==> src/rtl/umi_unpack_rx_if.sv <==
// Stream and decoded-field bundle for the UMI receive unpacker.
// slave is the unpacker's view; master is the upstream/consumer side that drives packets and out_ready.
interface umi_unpack_rx_if #(
    parameter int AW = 64,
    parameter int PW = 256
);
    logic [PW-1:0]   packet_in;
    logic            in_valid;
    logic            in_ready;
    logic            out_valid;
    logic            out_ready;
    logic [7:0]      opcode;
    logic [3:0]      size;
    logic [19:0]     user;
    logic [AW-1:0]   dstaddr;
    logic [AW-1:0]   srcaddr;
    logic [4*AW-1:0] data;
    logic            cmd_read;
    logic            cmd_write;
    logic            burst;
    logic            last;

    modport slave (
        input  packet_in, in_valid, out_ready,
        output in_ready, out_valid, opcode, size, user, dstaddr, srcaddr,
               data, cmd_read, cmd_write, burst, last
    );

    modport master (
        output packet_in, in_valid, out_ready,
        input  in_ready, out_valid, opcode, size, user, dstaddr, srcaddr,
               data, cmd_read, cmd_write, burst, last
    );
endinterface

==> src/rtl/umi_unpack_rx.sv <==
// UMI receive unpacker: decodes header packets and tracks write bursts, with one registered output stage.
// Handshake: a packet transfers on in_valid & in_ready; outputs transfer on out_valid & out_ready.
module umi_unpack_rx #(
    parameter int AW = 64,
    parameter int PW = 256
) (
    input  logic             clk,
    input  logic             reset,
    umi_unpack_rx_if.slave   bus,
    output logic             in_burst
);

    if (AW != 64 || PW != 256) begin : g_bad_params
        $error("umi_unpack_rx supports only AW=64, PW=256");
    end

    typedef enum logic {IDLE, BURST} state_t;

    state_t        state;
    logic [10:0]   beats_left;
    logic [AW-1:0] next_addr;

    logic          accept;
    logic          hdr_read;
    logic          hdr_write;
    logic [3:0]    hdr_size;
    logic [AW-1:0] hdr_dst;

    assign bus.in_ready = ~bus.out_valid | bus.out_ready;
    assign accept       = bus.in_valid & bus.in_ready;
    assign in_burst     = (state == BURST);

    assign hdr_read  = (bus.packet_in[3:0] == 4'b1000);
    assign hdr_write = ~bus.packet_in[3];
    assign hdr_size  = bus.packet_in[11:8];
    assign hdr_dst   = {bus.packet_in[255:224], bus.packet_in[63:32]};

    always_ff @(posedge clk) begin
        if (reset) begin
            state         <= IDLE;
            beats_left    <= '0;
            next_addr     <= '0;
            bus.out_valid <= 1'b0;
            bus.opcode    <= '0;
            bus.size      <= '0;
            bus.user      <= '0;
            bus.dstaddr   <= '0;
            bus.srcaddr   <= '0;
            bus.data      <= '0;
            bus.cmd_read  <= 1'b0;
            bus.cmd_write <= 1'b0;
            bus.burst     <= 1'b0;
            bus.last      <= 1'b0;
        end else begin
            if (accept) begin
                bus.out_valid <= 1'b1;
            end else if (bus.out_ready) begin
                bus.out_valid <= 1'b0;
            end

            if (accept) begin
                if (state == IDLE) begin
                    bus.opcode    <= bus.packet_in[7:0];
                    bus.size      <= hdr_size;
                    bus.user      <= bus.packet_in[31:12];
                    bus.dstaddr   <= hdr_dst;
                    // Upper source word and upper data word share packet[223:192].
                    bus.srcaddr   <= {(hdr_read ? bus.packet_in[223:192] : 32'h0),
                                      bus.packet_in[95:64]};
                    bus.data      <= {128'h0,
                                      (hdr_read ? 32'h0 : bus.packet_in[223:192]),
                                      bus.packet_in[191:96]};
                    bus.cmd_read  <= hdr_read;
                    bus.cmd_write <= hdr_write;
                    bus.burst     <= 1'b0;
                    if (hdr_write && hdr_size >= 4'd5) begin
                        state      <= BURST;
                        beats_left <= 11'd1 << (hdr_size - 4'd5);
                        next_addr  <= hdr_dst + AW'(16);
                        bus.last   <= 1'b0;
                    end else begin
                        bus.last   <= 1'b1;
                    end
                end else begin
                    // Follow-on beats: opcode/size/user keep the header's values.
                    bus.dstaddr   <= next_addr;
                    bus.srcaddr   <= '0;
                    bus.data      <= {bus.packet_in[95:0], bus.packet_in[255:96]};
                    bus.cmd_read  <= 1'b0;
                    bus.cmd_write <= 1'b0;
                    bus.burst     <= 1'b1;
                    next_addr     <= next_addr + AW'(32);
                    beats_left    <= beats_left - 11'd1;
                    if (beats_left == 11'd1) begin
                        bus.last <= 1'b1;
                        state    <= IDLE;
                    end else begin
                        bus.last <= 1'b0;
                    end
                end
            end
        end
    end

endmodule

==> src/flat_wrapper.sv <==
// flat-port wrapper written by rule: the top's interface ports become plain ports
module umi_unpack_rx_flat 
#(
    parameter int AW = 64,
    parameter int PW = 256
)
  (clk, reset, in_burst, bus_packet_in, bus_in_valid, bus_out_ready, bus_in_ready, bus_out_valid, bus_opcode, bus_size, bus_user, bus_dstaddr, bus_srcaddr, bus_data, bus_cmd_read, bus_cmd_write, bus_burst, bus_last);
  umi_unpack_rx_if #(.AW(AW), .PW(PW)) bus_i ();
  input  logic clk;
  input  logic reset;
  output logic in_burst;
  input wire logic [$bits(bus_i.packet_in)-1:0] bus_packet_in;
  input wire logic [$bits(bus_i.in_valid)-1:0] bus_in_valid;
  input wire logic [$bits(bus_i.out_ready)-1:0] bus_out_ready;
  output wire logic [$bits(bus_i.in_ready)-1:0] bus_in_ready;
  output wire logic [$bits(bus_i.out_valid)-1:0] bus_out_valid;
  output wire logic [$bits(bus_i.opcode)-1:0] bus_opcode;
  output wire logic [$bits(bus_i.size)-1:0] bus_size;
  output wire logic [$bits(bus_i.user)-1:0] bus_user;
  output wire logic [$bits(bus_i.dstaddr)-1:0] bus_dstaddr;
  output wire logic [$bits(bus_i.srcaddr)-1:0] bus_srcaddr;
  output wire logic [$bits(bus_i.data)-1:0] bus_data;
  output wire logic [$bits(bus_i.cmd_read)-1:0] bus_cmd_read;
  output wire logic [$bits(bus_i.cmd_write)-1:0] bus_cmd_write;
  output wire logic [$bits(bus_i.burst)-1:0] bus_burst;
  output wire logic [$bits(bus_i.last)-1:0] bus_last;
  assign bus_i.packet_in = bus_packet_in;
  assign bus_i.in_valid = bus_in_valid;
  assign bus_i.out_ready = bus_out_ready;
  assign bus_in_ready = bus_i.in_ready;
  assign bus_out_valid = bus_i.out_valid;
  assign bus_opcode = bus_i.opcode;
  assign bus_size = bus_i.size;
  assign bus_user = bus_i.user;
  assign bus_dstaddr = bus_i.dstaddr;
  assign bus_srcaddr = bus_i.srcaddr;
  assign bus_data = bus_i.data;
  assign bus_cmd_read = bus_i.cmd_read;
  assign bus_cmd_write = bus_i.cmd_write;
  assign bus_burst = bus_i.burst;
  assign bus_last = bus_i.last;
  umi_unpack_rx #(.AW(AW), .PW(PW)) u_core (.clk(clk), .reset(reset), .bus(bus_i), .in_burst(in_burst));
endmodule
==> config.mk <==
export PLATFORM = sky130hd
export DESIGN_NAME = umi_unpack_rx_flat
export DESIGN_NICKNAME = d
export VERILOG_FILES = /design/src/rtl/umi_unpack_rx_if.sv /design/src/rtl/umi_unpack_rx.sv /design/src/flat_wrapper.sv
export SDC_FILE = /design/constraint.sdc
export NUM_CORES = 1
export LEC_CHECK = 0
export ABC_CLOCK_PERIOD_IN_PS = 2300
export BUFFER_PORTS_ARGS = -buffer_cell sky130_fd_sc_hd__buf_2
export CORE_AREA = 2 2 263 265
export CTS_BUF_LIST = sky130_fd_sc_hd__clkbuf_8
export DETAILED_ROUTE_END_ITERATION = 6
export DIE_AREA = 0 0 265 267
export GPL_TIMING_DRIVEN = 0
export PLACE_DENSITY = 0.6
export SKIP_CTS_REPAIR_TIMING = 1
export SYNTH_ARGS = -nofsm -noshare
export SYNTH_HDL_FRONTEND = slang
export SYNTH_SLANG_ARGS = --single-unit
==> constraint.sdc <==
create_clock -name clk -period 2.3 [get_ports clk]
set_input_delay 0.115 -clock clk [delete_from_list [all_inputs] [get_ports clk]]
set_output_delay 0.115 -clock clk [all_outputs]
set_load 0.05 [all_outputs]
==> After elaboration in Yosys (flattened, before gate mapping) <==
Index checks and enable logic that the tools add are counted.
Widths: inputs -> output; s select.
{ "classes": {"shifts": 1, "n_lt_le_gt_ge": 1, "addsub": 4, "eq_ne": 2, "reduce_logical": 5, "n_bitwise": 5, "mux": 20} }
{ "op_table": {"columns": ["operator", "count"], "rows": [
  ["$mux 256", 1],
  ["$mux 64", 4],
  ["$add 64x5->64 const B", 1],
  ["$add 64x6->64 const B", 1],
  ["$mux 32", 2],
  ["$mux 11", 2],
  ["$eq 11x1->1 const B", 1],
  ["$mux 1", 11],
  ["$shl 1x4->11 const A", 1],
  ["$sub 11x1->11 const B", 1],
  ["$eq 4x4->1 const B", 1],
  ["$ge 4x3->1 const B", 1],
  ["$reduce_and 2->1", 2],
  ["$reduce_bool 2->1", 2],
  ["$sub 4x3->4 const B", 1],
  ["$not 1->1", 3],
  ["$and 1x1->1", 1],
  ["$logic_and 1x1->1", 1],
  ["$or 1x1->1", 1]
]} }
{ "word_totals": {"output_inout_bits": 423, "reg_bits": 497, "inputBits": 260} }

==> Depth between registers and ports, before layout <==
{ "logic_depth": {"ltp_word": 4, "ltp_mapped": 10, "depth_no_buf": 7} }

==> Worst setup path after synthesis <==
No wires, ideal clock.
{ "synth_timing": {"kind": "reg-to-reg", "startpoint": "register u_core.bus.out_valid", "endpoint": "register u_core.bus.data[100] (netlist name)", "period_less_slack_ns": 2.547, "path_buffers": 4, "setup_ns": 0.132, "slack_ns": -0.247, "arrival_ns": 2.415, "path_stages_with_launch": 11, "path_cell_list": "dfxtp_1 nand2b_1 buf_2 and2_1 buf_2 nand2_1 nor4_2 or2_2 clkbuf_1 clkbuf_1 a21oi_1"} }
{ "synth_via": {"elab_chain_cells": 3} }
{ "synth_lines": {"columns": ["element", "line", "text"], "rows": [
  ["start, declared", "umi_unpack_rx_if.sv:25", "output in_ready, out_valid, opcode, size, user, dstaddr, srcaddr,"],
  ["start signal, assigned", "umi_unpack_rx.sv:43", "bus.out_valid <= 1'b0;"],
  ["start signal, assigned", "umi_unpack_rx.sv:56", "bus.out_valid <= 1'b1;"],
  ["start signal, assigned", "umi_unpack_rx.sv:58", "bus.out_valid <= 1'b0;"],
  ["$not 1->1", "umi_unpack_rx.sv:29", "assign bus.in_ready = ~bus.out_valid | bus.out_ready;"],
  ["$or 1x1->1", "umi_unpack_rx.sv:29", null],
  ["net bus_in_ready", "flat_wrapper.sv:15", "output wire logic [$bits(bus_i.in_ready)-1:0] bus_in_ready;"],
  ["$and 1x1->1", "umi_unpack_rx.sv:30", "assign accept = bus.in_valid & bus.in_ready;"],
  ["end signal, assigned", "umi_unpack_rx.sv:70", "bus.data <= {128'h0,"],
  ["end signal, assigned", "umi_unpack_rx.sv:88", "bus.data <= {bus.packet_in[95:0], bus.packet_in[255:96]};"],
  ["end, declared", "umi_unpack_rx_if.sv:26", "data, cmd_read, cmd_write, burst, last"]
]} }
The timed path passes the listed nets, and every way through them passes these cells.
A chain may end at the register's enable or synchronous reset.

==> Worst setup path after layout <==
{ "layout_timing": {"startpoint": "register u_core.next_addr[16]", "endpoint": "register u_core.next_addr[63]"} }
{ "layout_via": {"elab_chain_cells": 2} }
{ "layout_lines": {"columns": ["element", "line", "text"], "rows": [
  ["start, declared", "umi_unpack_rx.sv:21", "logic [AW-1:0] next_addr;"],
  ["start signal, assigned", "umi_unpack_rx.sv:79", "next_addr <= hdr_dst + AW'(16);"],
  ["start signal, assigned", "umi_unpack_rx.sv:92", "next_addr <= next_addr + AW'(32);"],
  ["$add 64x6->64", "umi_unpack_rx.sv:92", null],
  ["$mux 64", "umi_unpack_rx.sv:62", "if (state == IDLE) begin"]
]} }
No other way between the ends.

==> reports/qor.yml <==
outcome:
  outcome: "finished with violations"
  violations: "hold timing, setup timing"
logic_synthesis:
  synth_top_family_by_area: "simple AND/OR/NAND/NOR gates"
  synth_fp_nets: 2975
  ys_types: 69
  ys_seq_elements: 497
  postSynthAreaPerCell_um2: 7.90
  yosysSeqAreaShare_pct: 46.5
  synthAdderAreaFrac_pct: 0.351
  synth_edf_count: 0
  syn-cell-area_mm2: 0.0214
  synth_top_area_cell: "dfxtp_1"
  synth_compound_area_share_pct: 17.5
  ys.flop_type: "dfxtp_1"
  yosysWarnings: 0
  async_reset_ff_share_pct: 0
  synth-simple-area-share_pct: 25.2
  muxShareOfSynthArea_pct: 3.79
  synthXorXnorAreaFrac_pct: 1.96
  netlist_top_cells_area: "dfxtp_1, nand2_1, a21oi_1"
  syn-instance-count: 2709
  synth_top_area_share_pct: 46.5
placement:
  io_buffers: 669
  dp_hpwl_mm: 78.9
  gp_congestion: 0.950
  placed_cells: 4260
  pre_cts_ws_ns: -1.42
clocking:
  cts_buffer_depth: 3
  h-tree-depth: 3
  cts.sink_count: 497
  root_buffer: "clkbuf_8"
  path_clk_slew_ns: 0.06
  numCtsBuffers: 92
  clkLatencyLatePin_ns: 0.72
  cts_tree: "built"
sta:
  worstMarginPinSlew_ns: 1.01
  fin_worst_skew_ns: 0.0797
  hold_violations: 2
  maxSlewViolCount: 0
  fmax_mhz: 417
  rsz0062_at_grt: "true"
  holdWs_ns: -0.0249
  period_share_pct: 104
  fin_crit_ns: 2.40
  final.setup.worst_slack_ns: -0.0973
  setup_viol: 4
  relSlewSlack_pct: 32.7
worst_setup_path:
  reg2reg_from: "u_core.next_addr[16]$_SDFFE_PP0P_"
  crit_path_start_kind: "register"
  reg2reg_slack_ns: -0.1
  path_class: "register to register"
  cp_max_fo: 6
  crit_required_ns: 2.91
  end_kind: "register"
  arrival_ns: 3.00
  r2r_end: "u_core.next_addr[63]$_SDFFE_PP0P_"
  cp-startpoint: "u_core.next_addr[16]$_SDFFE_PP0P_"
  worstRegToRegCells: 10
floorplanning:
  die_area_mm2: 0.0708
  die_y_um: 267
  die_w_um: 265
  num_rows: 96
  start_util_pct: 31.5
  coreArea_mm2: 0.0680
  ios: 683
drt:
  wl_mm: 107
  viasPerCell: 5.28
  drtIter0Drc: 2219
  vias: 24900
  drtPass1Iterations: 6
  drc_errors: 0
  antenna_left: 0
  routedWlPerCell_um: 22.7
grt:
  grt_use_total_pct: 27.5
  antenna_found_initial: 21
  grt_pass1_vias: 21600
  gr-total-overflow: 0
  grt_pass1_wl_mm: 145
  grt_max_degree: 15
final_layout:
  final_layout_size_suffix_gt1_share_pct: 27.6
  final_cell_mix: "buf_2, nand2_1, dfxtp_1, a21oi_1, dlygate4sd3_1"
  synthToLayoutAreaGrowth_pct: 45.9
  final_common_cell: "buf_2"
  instances_no_fill: 4714
  nNetsFinal: 4023
power:
  leakagePower_nw: 13.4
  peakVddDrop_mv: 0.519
  finalPower_mw: 23.0
  p_per_area_mw_per_mm2: 736
hold_path:
  hold_depth: 5
  min_path_type: "input pin to register"
  hp-start: "bus_packet_in[44]"
  hold_path_end: "u_core.next_addr[13]$_SDFFE_PP0P_"
job:
  max-cap-violations: 0
per-stage QoR:
stage | TNS (ns) | util, % | hold slack, ns | area [µm²]
finish | -0.186 | 45.9 | -0.0249 | 31200
global route | -0.906 | 45.9 | 0.00507 | 31200
CTS | -360.17 | 41.0 | -0.429 | 27800
detailed placement | -385.53 | 38.1 | 0.360 | 25900
global placement | -366.61 | 38.1 | 0.357 | 25900
floorplan | -1.80 | - | 0.211 | 21400
worst max-delay path, cell delays in order, from the launching register on:
cell,delay (ns)
dfxtp_2,0.32
buf_6,0.10
nand4_1,0.20
nor4_4,0.28
buf_4,0.20
nand4_1,0.18
buf_4,0.21
nor4_4,0.19
buf_4,0.19
a31oi_1,0.08
or3b_1,0.35
synthesized netlist by cell type (7+ instances only):
cell type / instances
and3_1: 54
a21oi_1: 370
nand2b_1: 8
nand2_1: 564
o211ai_1: 9
and4_1: 8
nor2_1: 202
buf_2: 14
dfxtp_1: 497
inv_1: 23
mux2i_1: 71
nor3_1: 34
clkbuf_1: 210
a221oi_1: 11
o31a_1: 9
nand3_1: 192
and2_1: 10
o21ai_0: 34
a22oi_1: 50
xor2_1: 11
nand4_1: 48
nor4_1: 30
o21bai_1: 7
a211oi_1: 71
buf_1: 11
xnor2_1: 37
mux2_2: 9
a21o_1: 7
a31oi_1: 15
area by class of cell:
cell class	count	area, µm²
Buffer	231	1150
Tap cell	882	1100
Multi-Input combinational cell	1950	10700
Clock inverter	40	288
Antenna cell	7	17.5
Sequential cell	497	9980
Timing Repair Buffer	962	6200
Inverter	23	86.3
Clock buffer	122	1680
Fill cell	6780	36800
report_power, final:
part           leakage, nW  internal (mW)  total, mW  switching (mW)
registers             4.07           9.04       9.33           0.294
logic                 8.25           1.32       4.49            3.17
clock network         1.07           5.00       9.17            4.17
state kept, by name (all words and copies together) (netlist names), 4 cells and up:
name and count:
u_core.bus.dstaddr 64, u_core.bus.srcaddr 64, u_core.beats_left 11, u_core.next_addr 64, u_core.bus.opcode 8, u_core.bus.size 4
u_core.bus.user 20, u_core.bus.data 256
worst max-delay path by stage:
stage / slack, ns / cells past startpoint / endpoint
floorplan: -0.06 / 10 / u_core.bus.data[100]$_SDFFE_PP0P_
global placement: -1.33 / 9 / u_core.bus.data[1]$_SDFFE_PP0P_
detailed placement: -1.42 / 9 / u_core.bus.data[3]$_SDFFE_PP0P_
CTS: -1.41 / 9 / u_core.bus.data[2]$_SDFFE_PP0P_
global route: -0.19 / 10 / u_core.next_addr[63]$_SDFFE_PP0P_
finish: -0.1 / 10 / u_core.next_addr[63]$_SDFFE_PP0P_
cells by family after synthesis:
| kind of cell | Yosys count |
|---|---|
| buf+inv | 262 |
| fa+ha+maj | 6 |
| xor+xnor | 48 |
| compound gates | 626 |
| flops | 497 |
| mux | 80 |
| simple gates | 1190 |
layer usage:
| layer | wire [µm] | vias up | track usage (%) |
|---|---|---|---|
| li1 | - | 11600 | - |
| met1 | 40500 | 11800 | 32.1 |
| met2 | 53400 | 1207 | 48.4 |
| met3 | 8180 | 294 | 6.22 |
| met4 | 4840 | 6 | 11.9 |
| met5 | 41 | - | 0 |
No activity file was read; power rests on OpenSTA's default activity.
